<file path="src/rtl/stopwatch_pkg.sv">
// Shared types and constants for the BCD stopwatch core.
// State encoding matches the 2-bit state output seen by the display logic.
package stopwatch_pkg;

    typedef enum logic [1:0] {
        ST_IDLE  = 2'd0,
        ST_RUN   = 2'd1,
        ST_PAUSE = 2'd2,
        ST_DONE  = 2'd3
    } state_e;

    localparam logic [3:0] BCD_NINE = 4'h9;
    localparam logic [3:0] BCD_ZERO = 4'h0;

    function automatic logic [3:0] bcd_clamp(input logic [3:0] d);
        return (d > BCD_NINE) ? BCD_NINE : d;
    endfunction

endpackage

</file>
<file path="src/rtl/bcd_stopwatch_core_digit.sv">
// One combinational BCD digit step; co is carry (up) or borrow (down).
// Digits are chained so that en of digit k is co of digit k-1.
module bcd_digit
    import stopwatch_pkg::*;
(
    input  logic [3:0] d,
    input  logic       en,
    input  logic       dn,
    output logic [3:0] q,
    output logic       co
);

    always_comb begin
        q  = d;
        co = 1'b0;
        if (en) begin
            if (!dn) begin
                if (d >= BCD_NINE) begin
                    q  = BCD_ZERO;
                    co = 1'b1;
                end else begin
                    q = d + 4'd1;
                end
            end else begin
                if (d == BCD_ZERO) begin
                    q  = BCD_NINE;
                    co = 1'b1;
                end else begin
                    q = d - 4'd1;
                end
            end
        end
    end

endmodule

</file>
<file path="src/rtl/bcd_stopwatch_core.sv">
// N-digit BCD up/down stopwatch engine with run/pause/done control,
// preload with digit clamping, lap capture and optional wrap-around.
module bcd_stopwatch_core
    import stopwatch_pkg::*;
#(
    parameter int NDIG = 4,
    parameter bit WRAP = 1'b0
) (
    input  logic              c_clk,
    input  logic              C_clr,
    input  logic              tick,
    input  logic              go,
    input  logic              rst_cnt,
    input  logic              lap,
    input  logic              dir,
    input  logic              use_load,
    input  logic [4*NDIG-1:0] load,
    output logic [4*NDIG-1:0] count,
    output logic [4*NDIG-1:0] lap_count,
    output logic              lap_valid,
    output logic [1:0]        state,
    output logic              done,
    output logic              wrap_p
);

    localparam int W = 4 * NDIG;

    state_e         state_q, state_d;
    logic [W-1:0]   count_q, count_d;
    logic [W-1:0]   lap_q, lap_d;
    logic           lvld_q, lvld_d;
    logic           dir_q, dir_d;
    logic           done_q, done_d;
    logic           wrap_q, wrap_d;

    logic [W-1:0]   start_val;
    logic [W-1:0]   term_idle;
    logic [W-1:0]   term_run;
    logic [W-1:0]   step_val;
    logic [NDIG:0]  carry;

    // Start/terminal values: idle uses the live dir, run uses the latch.
    always_comb begin
        for (int k = 0; k < NDIG; k++) begin
            start_val[4*k +: 4] = use_load ? bcd_clamp(load[4*k +: 4])
                                           : (dir ? BCD_NINE : BCD_ZERO);
            term_idle[4*k +: 4] = dir   ? BCD_ZERO : BCD_NINE;
            term_run[4*k +: 4]  = dir_q ? BCD_ZERO : BCD_NINE;
        end
    end

    assign carry[0] = tick;

    for (genvar g = 0; g < NDIG; g++) begin : g_dig
        bcd_digit u_dig (
            .d  (count_q[4*g +: 4]),
            .en (carry[g]),
            .dn (dir_q),
            .q  (step_val[4*g +: 4]),
            .co (carry[g+1])
        );
    end

    always_comb begin
        state_d = state_q;
        count_d = count_q;
        lap_d   = lap_q;
        lvld_d  = lvld_q;
        dir_d   = dir_q;
        wrap_d  = 1'b0;
        if (rst_cnt) begin
            state_d = ST_IDLE;
            count_d = start_val;
            lvld_d  = 1'b0;
            dir_d   = dir;
        end else begin
            unique case (state_q)
                ST_IDLE: begin
                    count_d = start_val;
                    dir_d   = dir;
                    if (go) begin
                        if (!WRAP && (start_val == term_idle))
                            state_d = ST_DONE;
                        else
                            state_d = ST_RUN;
                    end
                end
                ST_RUN: begin
                    if (tick) begin
                        count_d = step_val;
                        wrap_d  = WRAP && carry[NDIG];
                    end
                    if (go)
                        state_d = ST_PAUSE;
                    if (!WRAP && tick && (step_val == term_run))
                        state_d = ST_DONE;
                    if (lap) begin
                        lap_d  = count_d;
                        lvld_d = 1'b1;
                    end
                end
                ST_PAUSE: begin
                    if (go)
                        state_d = ST_RUN;
                    if (lap) begin
                        lap_d  = count_q;
                        lvld_d = 1'b1;
                    end
                end
                ST_DONE: begin
                    state_d = ST_DONE;
                end
                default: state_d = ST_IDLE;
            endcase
        end
        done_d = (state_d == ST_DONE);
    end

    always_ff @(posedge c_clk or posedge C_clr) begin
        if (C_clr) begin
            state_q <= ST_IDLE;
            count_q <= '0;
            lap_q   <= '0;
            lvld_q  <= 1'b0;
            dir_q   <= 1'b0;
            done_q  <= 1'b0;
            wrap_q  <= 1'b0;
        end else begin
            state_q <= state_d;
            count_q <= count_d;
            lap_q   <= lap_d;
            lvld_q  <= lvld_d;
            dir_q   <= dir_d;
            done_q  <= done_d;
            wrap_q  <= wrap_d;
        end
    end

    assign count     = count_q;
    assign lap_count = lap_q;
    assign lap_valid = lvld_q;
    assign state     = state_q;
    assign done      = done_q;
    assign wrap_p    = wrap_q;

endmodule

</file>
<file path="config.mk">
export PLATFORM = sky130hd
export DESIGN_NAME = bcd_stopwatch_core
export DESIGN_NICKNAME = d
export VERILOG_FILES = /design/src/rtl/stopwatch_pkg.sv /design/src/rtl/bcd_stopwatch_core_digit.sv /design/src/rtl/bcd_stopwatch_core.sv
export SDC_FILE = /design/constraint.sdc
export NUM_CORES = 1
export LEC_CHECK = 0
export ABC_AREA = 1
export BUFFER_PORTS_ARGS = -buffer_cell sky130_fd_sc_hd__buf_2
export CORE_ASPECT_RATIO = 0.5
export CORE_MARGIN = 4
export CORE_UTILIZATION = 51
export CTS_CLUSTER_DIAMETER = 80
export CTS_CLUSTER_SIZE = 12
export DETAILED_ROUTE_END_ITERATION = 10
export PLACE_DENSITY = 0.82
export SLEW_MARGIN = 20
export SYNTH_ARGS = -nofsm -noshare
export SYNTH_HDL_FRONTEND = slang
export SYNTH_SLANG_ARGS = --single-unit
</file>
<file path="constraint.sdc">
create_clock -name c_clk -period 2.52 [get_ports c_clk]
set_clock_uncertainty 0.2 [all_clocks]
set_input_delay 0.126 -clock c_clk [delete_from_list [all_inputs] [get_ports c_clk]]
set_output_delay 0.126 -clock c_clk [all_outputs]
set_load 0.005 [all_outputs]
</file>
==> tab_implementation.tex, run 1 <==
\begin{tabular}{lr}
\hline
Metric & Value \\
\hline
\multicolumn{2}{l}{\textbf{Yosys}} \\
\quad Distinct cells, synth & 37 \\
\quad Count of flip-flops with a built-in enable after synthesis & 0 \\
\quad Syn Std Cell Area & 3090 um\^{}2 \\
\quad Mux share of post-synthesis cell area & 0\% \\
\quad Gate count after technology mapping & 471 \\
\quad Proportion of synthesized flip-flops having asynchronous set or reset & 100\% \\
\quad Main flop type after synthesis & sky130\_fd\_sc\_hd\_\_dfrtp\_1 \\
\quad Xor-xnor portion of the synthesized cell area & 1.42\% \\
\quad Post-synthesis simple-gate area fraction & 33.5\% \\
\quad Main combinational cell family by area after synthesis & simple AND/OR/NAND/NOR gates \\
\quad Synth warn & 0 \\
\quad Share of the yosys chip area belonging to registers & 30.0\% \\
\quad Compound-Gate Fraction of Synth Area & 19.3\% \\
\quad Average cell area after synthesis & 6.56 um\^{}2 \\
\quad Adder-cell area share of the yosys netlist & 6.89\% \\
\quad Number of synthesized register bits & 37 \\
\quad Post-Synthesis Net Count & 512 \\
\multicolumn{2}{l}{\textbf{Clocking}} \\
\quad Clock tree sinks & 37 \\
\quad CTS root buf & sky130\_fd\_sc\_hd\_\_clkbuf\_16 \\
\quad H-Tree Level Count & 2 \\
\quad Clock transition at path regs & 0.06 ns \\
\quad Max clock buf depth & 2 \\
\quad Total clock buffers created by CTS & 5 \\
\quad CTS tree & built \\
\quad Latest clock arrival within the worst-skew pair & 0.30 ns \\
\multicolumn{2}{l}{\textbf{STA}} \\
\quad Final setup violation count & 0 \\
\quad RSZ-0062 raised after global routing & yes \\
\quad Maximum clock rate & 0.399 GHz \\
\quad Transition time at the pin with the least slew margin & 0.506 ns \\
\quad Number of pins with negative max-slew slack in the final report & 0 \\
\quad Worst-case headroom to the max-slew limit & 66.2\% \\
\quad Share of the clock period used by the worst path after layout & 99.4\% \\
\quad Hold Vio Cnt, Final & 0 \\
\quad Setup TNS & 0 ns \\
\quad Final Critical Period & 2.50 ns \\
\multicolumn{2}{l}{\textbf{GRT}} \\
\quad Maximum number of pins on one net before global-route repair & 38 \\
\quad Met2 Track Usage GR & 42.4\% \\
\quad Global-route wire length before repair & 17100 um \\
\quad Met1 demand-to-capacity share in global routing & 39.5\% \\
\quad Number of global-route vias before repair & 3537 \\
\quad Met3 GRT Util & 7.50\% \\
\quad Most utilized layer in the global route result & met2 \\
\quad Initial antenna violation count & 0 \\
\quad GR Util All Layers & 28.3\% \\
\quad Grt total ovfl & 0 \\
\multicolumn{2}{l}{\textbf{Setup path}} \\
\quad Startpoint of the most critical register-to-register path & count[0] \\
\quad Worst setup path end & done \\
\quad Number of cells on the worst reg-to-reg path & 18 \\
\quad Classification of the worst setup path & reg2reg \\
\quad Arrival time reported for the critical path endpoint & 2.53 ns \\
\quad Maximum fanout along the worst path & 6 \\
\quad Capture instance of the worst register-to-register path & done \\
\quad Reg-to-reg setup timing slack & 0.02 ns \\
\quad Setup crit start kind & register \\
\quad CP Data Required Time & 2.55 ns \\
\quad CP endpoint kind & register \\
\quad Critical path origin & count[0] \\
\multicolumn{2}{l}{\textbf{Pwr}} \\
\quad Power density cells & 1250 nW/um\^{}2 \\
\quad Reported leakage power & 2.21 nW \\
\quad Post-layout power & 5.19 mW \\
\quad Worst ir drop on vdd & 615 uV \\
\multicolumn{2}{l}{\textbf{Drt}} \\
\quad Count of vias placed by the detailed router & 3805 \\
\quad Pre-Repair DR Iteration Count & 6 \\
\quad Number of DRC violations after detailed routing & 0 \\
\quad Avg WL per Cell & 16.5 um \\
\quad Final Routed Wirelength & 10700 um \\
\quad Number of antenna-violating nets in the routed design & 0 \\
\quad Vias per std cell & 5.84 \\
\quad DRT iter0 DRCs & 480 \\
\multicolumn{2}{l}{\textbf{Final layout}} \\
\quad Final layout net count & 618 \\
\quad Footprint of the flip-flops and latches & 927 um\^{}2 \\
\quad Synth-to-Final Area Change & 34.3\% \\
\quad Design area & 4150 um\^{}2 \\
\quad Layout cell share with drive strength beyond 1 & 27.9\% \\
\quad Layout fillers & 465 \\
\quad Number of antenna repair diodes & 0 \\
\quad Combined area of the multi-input logic cells & 2050 um\^{}2 \\
\quad Commonest non-fill, non-tap cell in the layout & sky130\_fd\_sc\_hd\_\_nand2\_1 \\
\quad Commonest non-fill, non-tap cells in the layout & 132 x sky130\_fd\_sc\_hd\_\_nand2\_1, 59 x sky130\_fd\_sc\_hd\_\_buf\_2, 43 x sky130\_fd\_sc\_hd\_\_buf\_4 \\
\multicolumn{2}{l}{\textbf{Run status}} \\
\quad Result of the run & completed \\
\multicolumn{2}{l}{\textbf{Floorplan}} \\
\quad Core Box Area & 5660 um\^{}2 \\
\quad Total Die Area & 7440 um\^{}2 \\
\quad Std-Cell Rows & 19 \\
\quad Horizontal extent of the die & 118 um \\
\quad Starting density of the core & 54.6\% \\
\quad Top-level port count & 61 \\
\quad Chip height & 63.0 um \\
\multicolumn{2}{l}{\textbf{Placed design}} \\
\quad Placed cell area & 3680 um\^{}2 \\
\quad Final Wtd Congestion & 0.965 \\
\quad Count of input and output buffers & 59 \\
\quad DPL Wire Length & 7590 um \\
\multicolumn{2}{l}{\textbf{Flow run}} \\
\quad Number of max-cap violations & 0 \\
\multicolumn{2}{l}{\textbf{Min path}} \\
\quad Worst Hold Class & in2reg \\
\hline
\end{tabular}
-- metrics by stage --
| stage | hold slack, ns | utilization [%] | worst slack (ns) | std cells |
|---|---|---|---|---|
| 2_1_floorplan | -0.00759 | - | 0.124 | 471 |
| 3_3_place_gp | 0.0646 | 65.0 | -0.00494 | 626 |
| 3_5_place_dp | 0.0667 | 65.0 | -0.00528 | 626 |
| 4_1_cts | 0.0368 | 70.3 | 0.00420 | 644 |
| 5_1_grt | 0.0767 | 73.3 | -0.166 | 651 |
| 6_report | 0.0517 | 73.3 | 0.0155 | 651 |
-- area by class of cell --
| cell class | count | area share [%] |
|---|---|---|
| multi-input combinational | 368 | 49.5 |
| sequential | 37 | 22.4 |
| timing repair buffer | 113 | 17.6 |
| inverter | 52 | 4.71 |
| clock buffer | 6 | 3.35 |
| tap | 73 | 2.20 |
| clock inverter | 2 | 0.332 |
-- per-layer routing --
metal | vias up | share of wire, %
met5 | - | 0
met4 | 0 | 2.5
met3 | 40 | 12
met2 | 247 | 43
met1 | 1744 | 42
li1 | 1774 | -
-- logic make-up after synthesis --
logic type / Yosys count
xor+xnor: 5
compound gates: 102
flops: 37
other cells: 1
fa+ha+maj: 17
simple gates: 243
buf+inv: 66
-- synthesized netlist by cell type (4+ instances only) --
library cell	number	area (um^2)
sky130_fd_sc_hd__o221ai_1	9	78.8
sky130_fd_sc_hd__o21ai_0	42	210
sky130_fd_sc_hd__nor2_1	43	161
sky130_fd_sc_hd__nand4_1	9	56.3
sky130_fd_sc_hd__nand3_1	33	165
sky130_fd_sc_hd__a21oi_1	31	155
sky130_fd_sc_hd__clkbuf_1	8	30.0
sky130_fd_sc_hd__nor3_1	4	20.0
sky130_fd_sc_hd__dfrtp_1	37	926
sky130_fd_sc_hd__ha_1	17	213
sky130_fd_sc_hd__inv_1	46	173
sky130_fd_sc_hd__o211ai_1	4	30.0
sky130_fd_sc_hd__nand2_2	5	31.3
sky130_fd_sc_hd__xor2_1	4	35.0
sky130_fd_sc_hd__nand2_1	141	529
-- power by group --
part / switching (mW) / internal (mW)
Clock: 0.261 / 0.394
Combinational: 2.08 / 1.37
Sequential: 0.242 / 0.849
Total: 2.58 / 2.61
-- worst min-delay path by stage --
stage / startpoint / to / slack, ns / cells past startpoint
2_1_floorplan: rst_cnt / lap_valid / -0.008 / 1
3_3_place_gp: C_clr / count[2] / 0.06 / 3
3_5_place_dp: C_clr / count[1] / 0.07 / 3
4_1_cts: load[11] / count[9] / 0.04 / 4
5_1_grt: load[5] / count[5] / 0.08 / 3
6_report: go / state[1] / 0.05 / 6
-- critical path, cell delays in order (launching register included) --
cell	delay, ns
sky130_fd_sc_hd__dfrtp_1	0.37
sky130_fd_sc_hd__buf_6	0.14
sky130_fd_sc_hd__ha_4	0.13
sky130_fd_sc_hd__inv_2	0.04
sky130_fd_sc_hd__nand3_4	0.10
sky130_fd_sc_hd__nand2_2	0.08
sky130_fd_sc_hd__nand2_2	0.10
sky130_fd_sc_hd__nand2_4	0.08
sky130_fd_sc_hd__nor2_4	0.22
sky130_fd_sc_hd__nand3_2	0.11
sky130_fd_sc_hd__nand2_2	0.13
sky130_fd_sc_hd__nand3_2	0.09
sky130_fd_sc_hd__o21bai_2	0.15
sky130_fd_sc_hd__nand3_2	0.13
sky130_fd_sc_hd__nand2_1	0.09
sky130_fd_sc_hd__nand2_1	0.05
sky130_fd_sc_hd__nand2_1	0.05
sky130_fd_sc_hd__nand2_1	0.06
sky130_fd_sc_hd__nor2_1	0.10
-- flip-flops by register name (all words and copies together) (netlist names) --
register,flops
done,1
lap_valid,1
dir_q,1
state,2
count,16
lap_count,16
-- what timing repair did --
item,CTS,global route
hold buffers,10,0
endpoints found under the setup margin,1,3
endpoints found under the hold margin,47,0
gates resized for setup,12,32
setup buffers,0,7
pin swaps,4,16
Power figures use the tool's default switching activity.
==> inputs of run 2 (changes only) <==
--- a/config.mk
+++ b/config.mk
@@ -14,6 +14,7 @@
 export CTS_CLUSTER_SIZE = 12
 export DETAILED_ROUTE_END_ITERATION = 10
 export PLACE_DENSITY = 0.82
+export RECOVER_POWER = 100
 export SLEW_MARGIN = 20
 export SYNTH_ARGS = -nofsm -noshare
 export SYNTH_HDL_FRONTEND = slang
==> constraint.sdc (replaced) <==
create_clock -name c_clk -period 2.52 [get_ports c_clk]
set_clock_uncertainty 0.2 [all_clocks]
set_input_delay 0.126 -clock c_clk [delete_from_list [all_inputs] [get_ports c_clk]]
set_output_delay 0.126 -clock c_clk [all_outputs]
set_load 0.01 [all_outputs]
==> run 2 against run 1 <==
Against the previous run: sequential share of layout area is 0.22 points higher; sequential power hardly changed; critical path depth stayed put; largest cell class unchanged.
==> tab_implementation.tex, run 2 (same netlist as run 1, synthesis figures left out) <==
\begin{tabular}{lr}
\hline
Metric & Value \\
\hline
\multicolumn{2}{l}{\textbf{Run status}} \\
\quad Result of the run & completed \\
\multicolumn{2}{l}{\textbf{Floorplan}} \\
\quad Top-level port count & 61 (unchanged) \\
\quad Chip height & 63.0 um (unchanged) \\
\quad Core Box Area & 5660 um\^{}2 (unchanged) \\
\quad Starting density of the core & 54.6\% (unchanged) \\
\quad Horizontal extent of the die & 118 um (unchanged) \\
\quad Total Die Area & 7440 um\^{}2 (unchanged) \\
\quad Std-Cell Rows & 19 (unchanged) \\
\multicolumn{2}{l}{\textbf{Setup path}} \\
\quad CP max stage cell & sky130\_fd\_sc\_hd\_\_dfrtp\_1 \\
\quad Maximum fanout along the worst path & 6 (unchanged) \\
\quad Setup crit start kind & register \\
\quad Classification of the worst setup path & reg2reg \\
\quad CP endpoint kind & register \\
\quad Longest individual stage delay on the worst path & 0.37 ns (about the same) \\
\quad Arrival time reported for the critical path endpoint & 2.52 ns (about the same) \\
\quad Crit path cell chain & buf\_6 -> ha\_4 -> inv\_2 -> nand3\_4 -> nand2\_2 -> nand2\_2 -> nand2\_4 -> nor2\_4 -> nand3\_2 -> nand2\_2 -> nand3\_1 -> nor2\_1 -> nand3\_2 -> nand2\_1 -> nand2\_1 -> nand2\_1 -> nand2\_1 -> nor2\_1 \\
\quad Cell repeated most along the worst path & sky130\_fd\_sc\_hd\_\_nand2\_1 \\
\quad CP Data Required Time & 2.54 ns (about the same) \\
\multicolumn{2}{l}{\textbf{GRT}} \\
\quad Grt total ovfl & 0 (unchanged) \\
\quad GR Util All Layers & 28.3\% (unchanged) \\
\quad Global-route wire length before repair & 17100 um (unchanged) \\
\quad Number of global-route vias before repair & 3537 (unchanged) \\
\quad Initial antenna violation count & 0 (unchanged) \\
\quad Maximum number of pins on one net before global-route repair & 38 (unchanged) \\
\multicolumn{2}{l}{\textbf{Drt}} \\
\quad Final Routed Wirelength & 10700 um (-0.23\%) \\
\quad Number of antenna-violating nets in the routed design & 0 (unchanged) \\
\quad Pre-Repair DR Iteration Count & 5 (-1) \\
\quad Number of DRC violations after detailed routing & 0 (unchanged) \\
\quad Vias per std cell & 5.89 (+0.71\%) \\
\quad DRT iter0 DRCs & 521 (+8.5\%) \\
\quad Count of vias placed by the detailed router & 3832 (+0.71\%) \\
\quad Avg WL per Cell & 16.5 um (-0.23\%) \\
\multicolumn{2}{l}{\textbf{STA}} \\
\quad Transition time at the pin with the least slew margin & 0.973 ns (+0.467 ns) \\
\quad Share of the clock period used by the worst path after layout & 99.0\% (-0.37 points) \\
\quad Hold Vio Cnt, Final & 0 (unchanged) \\
\quad Final setup violation count & 0 (unchanged) \\
\quad Worst-case headroom to the max-slew limit & 35.1\% (-31 points) \\
\quad Final Critical Period & 2.50 ns (-0.00921 ns) \\
\quad RSZ-0062 raised after global routing & yes \\
\quad Number of pins with negative max-slew slack in the final report & 0 (unchanged) \\
\quad Maximum clock rate & 0.401 GHz (+0.37\%) \\
\multicolumn{2}{l}{\textbf{Final layout}} \\
\quad Commonest non-fill, non-tap cells in the layout & 132 x sky130\_fd\_sc\_hd\_\_nand2\_1, 41 x sky130\_fd\_sc\_hd\_\_nor2\_1, 41 x sky130\_fd\_sc\_hd\_\_o21ai\_0 \\
\quad Layout cell share with drive strength beyond 1 & 23.4\% (-4.5 points) \\
\quad Synth-to-Final Area Change & 33.0\% \\
\quad Number of antenna repair diodes & 0 (unchanged) \\
\quad Non-filler cells in the finished layout & 651 (unchanged) \\
\quad Commonest non-fill, non-tap cell in the layout & sky130\_fd\_sc\_hd\_\_nand2\_1 \\
\quad Final layout net count & 618 (unchanged) \\
\multicolumn{2}{l}{\textbf{Placed design}} \\
\quad Number of placed instances with taps included & 626 (unchanged) \\
\quad Count of input and output buffers & 59 (unchanged) \\
\quad Final Wtd Congestion & 0.965 (unchanged) \\
\quad DPL Wire Length & 7590 um (unchanged) \\
\multicolumn{2}{l}{\textbf{Flow run}} \\
\quad Number of max-cap violations & 0 (unchanged) \\
\multicolumn{2}{l}{\textbf{Clocking}} \\
\quad Max clock buf depth & 2 (unchanged) \\
\quad Total clock buffers created by CTS & 5 (unchanged) \\
\quad Clock transition at path regs & 0.06 ns (about the same) \\
\quad Clock tree sinks & 37 (unchanged) \\
\quad H-Tree Level Count & 2 (unchanged) \\
\quad Latest clock arrival within the worst-skew pair & 0.29 ns (about the same) \\
\quad CTS root buf & sky130\_fd\_sc\_hd\_\_clkbuf\_16 \\
\quad CTS tree & built \\
\multicolumn{2}{l}{\textbf{Pwr}} \\
\quad Post-layout power & 5.24 mW (+0.84\%) \\
\quad Worst ir drop on vdd & 622 uV (+1.1\%) \\
\quad Power density cells & 1280 nW/um\^{}2 (+1.8\%) \\
\quad Reported leakage power & 2.12 nW (-4.0\%) \\
\multicolumn{2}{l}{\textbf{Min path}} \\
\quad Worst Hold Class & in2reg \\
\hline
\end{tabular}
==> run 2: changes by cell type in the layout (fill, tap and decap cells not counted) <==
cell | previous run | this run
sky130_fd_sc_hd__buf_2 | 59 | 35
sky130_fd_sc_hd__buf_4 | 43 | 40
sky130_fd_sc_hd__clkbuf_1 | 0 | 26
sky130_fd_sc_hd__clkbuf_2 | 0 | 1
==> run 2: metal layers <==
layer  GRT usage, %  routed length, um  vias up
met5              0                  0        -
met4           9.93                266        0
met3           7.50               1430       40
met2           42.4               4670      276
met1           39.5               4360     1742
li1               -                  -     1774
==> run 2: worst paths after layout <==
kind	start	endpoint	slack, ns	depth (start not counted)
min in group asynchronous	C_clr	state[1]	0.47	4
worst min-delay path	go	state[1]	0.05	6
worst max register to register	count[0]	done	0.02	18
max in group asynchronous	C_clr	count[13]	0.97	4
worst max-delay path	count[0]	done	0.02	18
worst min register to register	lap_count[8]	lap_count[8]	0.28	2
==> run 2: worst max-delay path, delay by kind of cell (launching register included) <==
kind / cells / cell delay (ns)
flip-flops: 1 / 0.37
AND/OR/NAND/NOR: 15 / 1.52
adder cells (fa/ha/maj): 1 / 0.13
buffers and inverters: 2 / 0.18
==> run 2: stage by stage <==
stage          worst slack [ns]  util, %  area (um^2)  setup TNS, ns  hold WS [ns]
2_1_floorplan            0.0726        -         3090              0      -0.00759
3_3_place_gp           -0.00494     65.0         3680       -0.00494        0.0646
3_5_place_dp           -0.00528     65.0         3680       -0.00528        0.0667
4_1_cts                 0.00420     70.3         3980              0        0.0368
5_1_grt                  -0.166     72.6         4110         -0.370        0.0767
6_report                 0.0247     72.6         4110              0        0.0494
==> run 2: report_power, final <==
| group | total [mW] | leakage, nW | switching (mW) | internal, mW |
|---|---|---|---|---|
| Combinational | 3.49 | 1.58 | 2.17 | 1.31 |
| Sequential | 1.10 | 0.464 | 0.249 | 0.849 |
| Clock | 0.653 | 0.0768 | 0.260 | 0.393 |
==> run 2: area by class of cell <==
class                           instances  area, um^2
Timing Repair Buffer                  113         689
Inverter                               52         195
Clock inverter                          2        13.8
Fill cell                             478        1550
Tap cell                               73        91.3
Sequential cell                        37         927
Clock buffer                            6         139
Multi-Input combinational cell        368        2050
==> run 2: what timing repair did <==
item | in CTS | in global routing
setup endpoints to repair | 1 | 3
pin swaps | 4 | 16
setup buffers | 0 | 7
hold buffers | 10 | 0
cloned | 0 | 0
hold endpoints to repair | 47 | 0
gates resized for setup | 12 | 32
